## src/rtl/button_conditioner.sv

```systemverilog
// Three-channel push-button front end: two-flop synchroniser, debounce, and a
// per-button press/hold/auto-repeat FSM feeding control.butn_in.
module button_conditioner #(
    parameter int         DEBOUNCE_CYCLES = 240000,
    parameter int         HOLD_CYCLES     = 6000000,
    parameter int         REPEAT_CYCLES   = 1500000,
    parameter logic [2:0] REPEAT_MASK     = 3'b101
) (
    input  logic       clk,
    input  logic       rst_n,
    input  logic [2:0] butn_raw,
    output logic [2:0] butn_out,
    output logic [2:0] butn_press,
    output logic [2:0] butn_release,
    output logic [2:0] butn_hold,
    output logic [2:0] butn_repeat
);

    localparam int DB_W   = $clog2(DEBOUNCE_CYCLES);
    localparam int HOLD_W = $clog2(HOLD_CYCLES);
    localparam int REP_W  = $clog2(REPEAT_CYCLES);

    localparam logic [DB_W-1:0]   DB_LAST   = DB_W'(DEBOUNCE_CYCLES - 1);
    localparam logic [HOLD_W-1:0] HOLD_LAST = HOLD_W'(HOLD_CYCLES - 1);
    localparam logic [REP_W-1:0]  REP_LAST  = REP_W'(REPEAT_CYCLES - 1);

    typedef enum logic [1:0] {
        IDLE    = 2'd0,
        PRESSED = 2'd1,
        HELD    = 2'd2
    } state_t;

    for (genvar i = 0; i < 3; i++) begin : g_chan
        logic              sync1;
        logic              sync2;
        logic [DB_W-1:0]   db_cnt;
        logic              level;
        logic              db_flip;
        logic              rise;
        logic              fall;

        state_t            state;
        state_t            state_next;
        logic [HOLD_W-1:0] hold_cnt;
        logic [HOLD_W-1:0] hold_cnt_next;
        logic [REP_W-1:0]  rep_cnt;
        logic [REP_W-1:0]  rep_cnt_next;
        logic              press_q;
        logic              press_next;
        logic              release_q;
        logic              release_next;
        logic              repeat_q;
        logic              repeat_next;

        always_ff @(posedge clk or negedge rst_n) begin
            if (!rst_n) begin
                sync1 <= 1'b0;
                sync2 <= 1'b0;
            end else begin
                sync1 <= butn_raw[i];
                sync2 <= sync1;
            end
        end

        // The level flips only after DEBOUNCE_CYCLES consecutive disagreeing samples.
        assign db_flip = (sync2 != level) && (db_cnt == DB_LAST);
        assign rise    = db_flip && !level;
        assign fall    = db_flip && level;

        always_ff @(posedge clk or negedge rst_n) begin
            if (!rst_n) begin
                db_cnt <= '0;
                level  <= 1'b0;
            end else begin
                if (sync2 == level || db_flip) begin
                    db_cnt <= '0;
                end else begin
                    db_cnt <= db_cnt + 1'b1;
                end
                if (db_flip) begin
                    level <= ~level;
                end
            end
        end

        always_ff @(posedge clk or negedge rst_n) begin
            if (!rst_n) begin
                state     <= IDLE;
                hold_cnt  <= '0;
                rep_cnt   <= '0;
                press_q   <= 1'b0;
                release_q <= 1'b0;
                repeat_q  <= 1'b0;
            end else begin
                state     <= state_next;
                hold_cnt  <= hold_cnt_next;
                rep_cnt   <= rep_cnt_next;
                press_q   <= press_next;
                release_q <= release_next;
                repeat_q  <= repeat_next;
            end
        end

        // Pulses are registered so they line up with the debounced level change.
        always_comb begin
            state_next    = state;
            hold_cnt_next = hold_cnt;
            rep_cnt_next  = rep_cnt;
            press_next    = 1'b0;
            release_next  = 1'b0;
            repeat_next   = 1'b0;
            case (state)
                IDLE: begin
                    if (rise) begin
                        state_next    = PRESSED;
                        press_next    = 1'b1;
                        hold_cnt_next = '0;
                    end
                end
                PRESSED: begin
                    if (fall) begin
                        state_next    = IDLE;
                        release_next  = 1'b1;
                        hold_cnt_next = '0;
                        rep_cnt_next  = '0;
                    end else if (hold_cnt == HOLD_LAST) begin
                        state_next   = HELD;
                        rep_cnt_next = '0;
                    end else begin
                        hold_cnt_next = hold_cnt + 1'b1;
                    end
                end
                HELD: begin
                    if (fall) begin
                        state_next    = IDLE;
                        release_next  = 1'b1;
                        hold_cnt_next = '0;
                        rep_cnt_next  = '0;
                    end else if (rep_cnt == REP_LAST) begin
                        rep_cnt_next = '0;
                        repeat_next  = REPEAT_MASK[i];
                    end else begin
                        rep_cnt_next = rep_cnt + 1'b1;
                    end
                end
                default: begin
                    state_next    = IDLE;
                    hold_cnt_next = '0;
                    rep_cnt_next  = '0;
                end
            endcase
        end

        assign butn_out[i]     = level;
        assign butn_press[i]   = press_q;
        assign butn_release[i] = release_q;
        assign butn_hold[i]    = (state == HELD);
        assign butn_repeat[i]  = repeat_q;
    end

endmodule

```

## config.mk

```make
export PLATFORM = sky130hd
export DESIGN_NAME = button_conditioner
export DESIGN_NICKNAME = d
export VERILOG_FILES = /design/src/rtl/button_conditioner.sv
export SDC_FILE = /design/constraint.sdc
export NUM_CORES = 1
export LEC_CHECK = 0
export CAP_MARGIN = 0
export CORE_UTILIZATION = 40
export CTS_BUF_LIST = sky130_fd_sc_hd__clkbuf_8
export CTS_CLUSTER_SIZE = 28
export DETAILED_ROUTE_END_ITERATION = 10
export SKIP_CTS_REPAIR_TIMING = 1
export SLEW_MARGIN = 20
export SYNTH_ARGS = -nofsm -noshare
export SYNTH_HDL_FRONTEND = slang
export SYNTH_SLANG_ARGS = --single-unit
```

## constraint.sdc

```tcl
create_clock -name clk -period 3 [get_ports clk]
set_clock_uncertainty 0.2 [all_clocks]
set_input_delay 0.6 -clock clk [delete_from_list [all_inputs] [get_ports clk]]
set_output_delay 0.6 -clock clk [all_outputs]
set_load 0.05 [all_outputs]
```

==> metrics.txt, run 1 <==
outcome=finished, final reports clean; grt total ovfl=0; final wirelength=around 22000 µm; max cap viols=0; Slew HR=0.589; met1 usage=0.250; Critical path buffers and inverters=2; Starting Density=0.412; r2r worst-path depth=6; slack of the critical path=roughly 0.14 ns; Starting DRT DRC Count=approximately 570; DRC=0; total number of vias=~8500; slowest CP cell=clkdlybuf4s50_1; CP startpoint=g_chan[1].state[0]; Mapped Cells=about 1100; Max rail drop VDD=approximately 0.00023 V; top cells by area, synth=dfrtp_1 47%, o21ai_0 5.8%, nor2_1 4.3%; Slew Viols, Final=0; Max FO, Critical Path=5; final core occ=0.458; Critical Path RT=about 2.2 ns; CTS Buf Count=17; P_leak=4.59 nW; fin crit share=0.953; gr usage total=0.181; min-delay src=g_chan[0].sync1; Fin Setup TNS=0 ns; GR Util met2=0.295; Vias/cell=about 5.7; Finish-stage setup viols=0; largest net degree at the start of global routing=56; num rows=57; chip height=161 µm; hold path cells=0; final instance area=roughly 11000 µm²; Core Area=around 25000 µm²; Worst setup EP type=output port; WHS Endpoint=g_chan[0].sync2; Hold Crit Class=reg2reg; Fin Hold WS=between 0.15 and 0.2 ns; worst r2r src=g_chan[1].db_cnt[15]; Post-Syn Area per Cell=roughly 8.9 µm²; share of the synthesized area in the top cell type=0.466; CP top delay family=buffers and inverters; mapped cell area=roughly 10000 µm²; grt met3 use=0.0338; reg-to-reg slack, setup=0.20 ns; sequential share of the synthesized area=0.466; count of cell types in the netlist=between 50 and 60; CTS tree=built; number of port buffers=18; CTS root buffer=clkbuf_8; vias in the first global route=between 8000 and 9000; unrepaired setup endpoints after global routing=no; Clock Path Buffers=2; first-pass GRT wire length=roughly 39000 µm; area post-placement=about 11000 µm²; Antenna Cells=0; TritonRoute pass-1 iters=5; clock transition at the registers of the reported paths=~0.1 ns; WP data arrival=around 2 ns; area grow syn2layout=11.2%; async set-or-reset flop fraction in the synthesized netlist=1.00; clk_lat worst skew=between 0.4 and 0.5 ns; fin crit period=2.86 ns; nets=around 1200; Synth Flop Type=dfrtp_1; I/O pin count=20; slowest stage delay, CP=around 0.85 ns; dpl ws=~0.070 ns; Worst Setup Start Kind=register; Fmax=350 MHz; number of synthesized flops with an enable pin=0; flops & latches, synth=~190; Worst R2R End=g_chan[1].hold_cnt[13]; post-route ant nets=0; DP Wirelength=15200 µm; Setup Crit Path Kind=reg2out; Die W=between 150 and 200 µm; WL/cell=15.0 µm; number of synthesis warnings=0; final hold viol count=0; initial antenna violation count=0; Cell Pwr Density=395 nW/µm²; Num Clock Sinks=about 190; Top Usage Layer GRT=met2; Critical Path, Cell by Cell=inv_1 > ha_1 > clkdlybuf4s50_1; Die ar.=25900 µm²; Final GP Congestion=about 0.82; proportion of layout cells with a drive suffix above 1=0.0803; Yosys top cell by area=dfrtp_1; syn nets=between 1000 and 1500; Worst Max-Slew Pin Slew=roughly 0.6 ns; htree depth=4
## registers in the layout, indices dropped and copies added (netlist names)
signal and cells:
g_chan.db_cnt 54, g_chan.hold_cnt 69, g_chan.level 3, g_chan.press_q 3, g_chan.release_q 3, g_chan.rep_cnt 42, g_chan.repeat_q 2, g_chan.state 6
g_chan.sync1 3, g_chan.sync2 3
## cell families (layout without fill, tap and decap cells)
logic type,Yosys count,after routing,share of synthesized area
adder cells (fa/ha/maj),17,17,0.0210
XOR/XNOR,41,41,0.0355
flip-flops,188,188,0.466
other,1,1,0.000371
AND/OR/NAND/NOR,493,493,0.252
buffers and inverters,93,132,0.0394
AO/OA/AOI/OAI,289,289,0.176
multiplexers,9,9,0.00966
## worst max-delay path by stage
| stage | cells after the start | endpoint |
|---|---|---|
| 2_1_floorplan | 7 | g_chan[1].hold_cnt[13] |
| 3_3_place_gp | 6 | g_chan[1].hold_cnt[13] |
| 3_5_place_dp | 6 | g_chan[1].hold_cnt[9] |
| 4_1_cts | 3 | butn_hold[2] |
| 5_1_grt | 3 | butn_hold[1] |
| 6_report | 3 | butn_hold[1] |
## stage by stage
stage,power [W],std cells
4_1_cts,0.00450,1493
3_3_place_gp,0.00271,1461
6_report,0.00444,1494
3_5_place_dp,0.00271,1461
2_1_floorplan,0.00264,1131
5_1_grt,0.00462,1494
## Yosys cell counts, drive strengths merged, types with 15 or more instances
library cell	instances
dfrtp	188
nor4	17
a21oi	46
o21ai	122
nand4	36
nor3	26
buf	16
and3	31
clkbuf	38
nor2	117
or3	15
o31ai	49
inv	39
nand3	72
ha	17
xor2	27
nand2	94
nand2b	16
a31oi	18
## cell type report
| cell class | instances | area (µm²) |
|---|---|---|
| clock inverters | 15 | 175 |
| well taps | 324 | 405 |
| repair buffers | 61 | 537 |
| flip-flops and latches | 188 | 4700 |
| fillers | 2395 | 13300 |
| multi-input cells | 850 | 5030 |
| clock buffers | 17 | 234 |
| inverters | 39 | 146 |
## cell usage in the layout, fill, tap and decap left out, types with 6 or more instances in the layout
cell type,count
a21o_1,8
a21oi_1,46
a31oi_1,18
and2_1,9
and3_1,31
and4_1,12
buf_4,40
clkbuf_8,18
clkdlybuf4s50_1,16
dfrtp_1,188
ha_1,17
inv_1,42
mux2_2,6
nand2_1,94
nand2b_1,16
nand3_1,72
nand4_1,36
nor2_1,116
nor3_1,26
nor4_1,15
o21ai_0,117
o31ai_1,46
o41ai_1,9
or2_2,7
or3_1,15
or4_1,12
xnor2_1,14
xor2_1,27
## per-layer routing
layer  wire length [µm]  vias up
met5                  0        -
met4                168        0
met3                742       14
met2              10500      150
met1              11000     4117
li1                   -     4187
## where the power goes
part	internal (W)	leakage, nW	switching, W
logic	0.0000248	1.78	0.0000758
clock network	0.000824	0.203	0.000955
registers	0.00255	2.61	0.00000993
total	0.00339	4.59	0.00104
No activity file was read; power rests on OpenSTA's default activity.
==> run 2, diff against run 1 <==
--- a/config.mk
+++ b/config.mk
@@ -8,7 +8,7 @@
 export CAP_MARGIN = 0
 export CORE_UTILIZATION = 40
 export CTS_BUF_LIST = sky130_fd_sc_hd__clkbuf_8
-export CTS_CLUSTER_SIZE = 28
+export CTS_CLUSTER_SIZE = 25
 export DETAILED_ROUTE_END_ITERATION = 10
 export SKIP_CTS_REPAIR_TIMING = 1
 export SLEW_MARGIN = 20
==> results of run 2 <==
No change in the layout: final DEF, timing and power equal those of run 1.
==> run 3, diff against run 2 <==
==> constraint.sdc (replaced) <==
create_clock -name clk -period 2.6 [get_ports clk]
set_clock_uncertainty 0.2 [all_clocks]
set_input_delay 0.52 -clock clk [delete_from_list [all_inputs] [get_ports clk]]
set_output_delay 0.52 -clock clk [all_outputs]
set_load 0.05 [all_outputs]
==> metrics.txt, run 3 (same netlist as run 1, synthesis figures left out) <==
P_leak=5.04 nW (+10%); Max FO, Critical Path=5 (unchanged); num rows=57 (unchanged); Finish-stage setup viols=0 (unchanged); fin crit share=0.981; slack of the critical path=0.0501 ns (-0.0906 ns); grt met3 use=0.0318 (-0.00207); outcome=finished, final reports clean; area grow syn2layout=18.5%; Die W=161 µm (unchanged); Vias/cell=5.51 (-2.8%); number of port buffers=18 (unchanged); Non-Filler Instances=1563 (+4.6%); Worst Max-Slew Pin Slew=0.590 ns (-0.0221 ns); Slew HR=0.607 (+0.0179); CTS tree=built; gr usage total=0.181 (about the same); clock transition at the registers of the reported paths=0.10 ns (about the same); proportion of layout cells with a drive suffix above 1=0.154 (+0.0738); area post-placement=11400 µm² (+5.2%); Core Area=24500 µm² (unchanged); grt total ovfl=0 (unchanged); vias in the first global route=8292 (+2.0%); Worst Setup Start Kind=register; hold path cells=0 (unchanged); fin crit period=2.55 ns; slowest CP cell=or4_4; Final GP Congestion=0.798 (-2.9%); final core occ=0.488 (+0.0301); Reg area=4700 µm² (unchanged); Multi-input gate area=5190 µm² (+3.2%); WHS Endpoint=g_chan[1].sync2; Critical Path RT=2.77 ns (+0.57 ns); chip height=161 µm (unchanged); clk_lat worst skew=0.47 ns (about the same); WP data arrival=2.72 ns (+0.66 ns); min-delay src=g_chan[1].sync1; final instance area=12000 µm² (+6.6%); Power Total=0.00513 W (+16%); WL/cell=14.6 µm (-2.7%); Fill cells=2363 (-1.3%); CTS Buf Count=17 (unchanged); Setup Crit Path Kind=reg2reg; htree depth=4 (unchanged); met1 usage=0.242 (-0.00781); total number of vias=8612 (+1.7%); Hold Crit Class=reg2reg; GR Util met2=0.303 (+0.00764); unrepaired setup endpoints after global routing=yes; Starting DRT DRC Count=578 (+0.70%); first-pass GRT wire length=39200 µm (+0.53%); max cap viols=0 (unchanged); Post-Place Cells=1526 (+4.4%); I/O pin count=20 (unchanged); Num Clock Sinks=188 (unchanged); most frequent cells in the layout=188 x dfrtp_1, 116 x nor2_1, 113 x o21ai_0; Worst setup EP type=register; TritonRoute pass-1 iters=5 (unchanged); Antenna Cells=0 (unchanged); largest reg by FF count=g_chan.hold_cnt; Critical Path, Cell by Cell=nand2_1 > or4_4 > o41a_1 > or4_4 > or2_4 > o31ai_1; final wirelength=22800 µm (+1.8%); initial antenna violation count=0 (unchanged); Top Usage Layer GRT=met2; Largest register FFs=69 (unchanged); Fmax=392 MHz; Worst R2R End=g_chan[1].hold_cnt[9]; DRC=0 (unchanged); Die ar.=25900 µm² (unchanged); crit-path most repeated cell=or4_4; CP startpoint=g_chan[1].db_cnt[15]; final hold viol count=0 (unchanged); DP Wirelength=15500 µm (+1.7%); largest net degree at the start of global routing=66 (+18%); dpl ws=-0.159 ns (-0.230 ns); Cell Pwr Density=428 nW/µm² (+8.5%); Starting Density=0.412 (unchanged); reg-to-reg slack, setup=0.05 ns (-0.15 ns); post-route ant nets=0 (unchanged); Clock Path Buffers=2 (unchanged); nets=1248 (+5.9%); Max rail drop VDD=0.000288 V (+26%); largest registers=g_chan.hold_cnt: 69 flops, g_chan.db_cnt: 54 flops, g_chan.rep_cnt: 42 flops; worst r2r src=g_chan[1].db_cnt[15]; slowest stage delay, CP=0.49 ns (-0.36 ns); r2r worst-path depth=6 (unchanged); CTS root buffer=clkbuf_8; Slew Viols, Final=0 (unchanged); commonest non-fill, non-tap cell in the layout=dfrtp_1
## run 3: cell count changes in the layout (fill, tap and decap cells not counted), sizes merged
cell           previous run  this run
buf                      42       113
clkdlybuf4s50            16        14
clkinv                    3         1
clkinvlp                  4         3
inv                      44        47
## run 3: routing by layer
| layer | vias up | share of wire |
|---|---|---|
| li1 | 4313 | - |
| met2 | 101 | 0.47 |
| met1 | 4184 | 0.49 |
| met5 | - | 0 |
| met3 | 14 | 0.026 |
| met4 | 0 | 0.0098 |
## run 3: critical path, delay by kind of cell (launching register included)
kind,cells,cell delay (ns)
simple gates,4,1.31
flops,1,0.36
compound gates,2,0.60
## run 3: through the flow
step	hold slack [ns]	TNS, ns
3_5_place_dp	0.144	-1.21
6_report	0.161	0
2_1_floorplan	0.0244	-0.942
3_3_place_gp	0.132	-0.676
4_1_cts	-0.168	-2.01
5_1_grt	0.183	-0.122
## run 3: power breakdown
part,total [W],internal [W],leakage [nW],switching (W)
logic,0.000127,0.0000369,2.23,0.0000902
clock network,0.00206,0.000955,0.208,0.00110
registers,0.00295,0.00294,2.61,0.0000103
## run 3: area by class of cell
class | count | area share
Multi-Input combinational cell | 850 | 0.434
Inverter | 39 | 0.0122
Clock buffer | 17 | 0.0195
Clock inverter | 15 | 0.0144
Tap cell | 324 | 0.0339
Timing Repair Buffer | 130 | 0.0934
Sequential cell | 188 | 0.393
## run 3: how the worst max path moves through the flow
stage	depth (start not counted)	endpoint
after floorplan	7	g_chan[1].hold_cnt[13]
after global routing	10	g_chan[2].rep_cnt[13]
after detailed placement	6	g_chan[1].hold_cnt[9]
after CTS	3	butn_hold[0]
final	6	g_chan[1].hold_cnt[9]
after global placement	6	g_chan[1].hold_cnt[13]
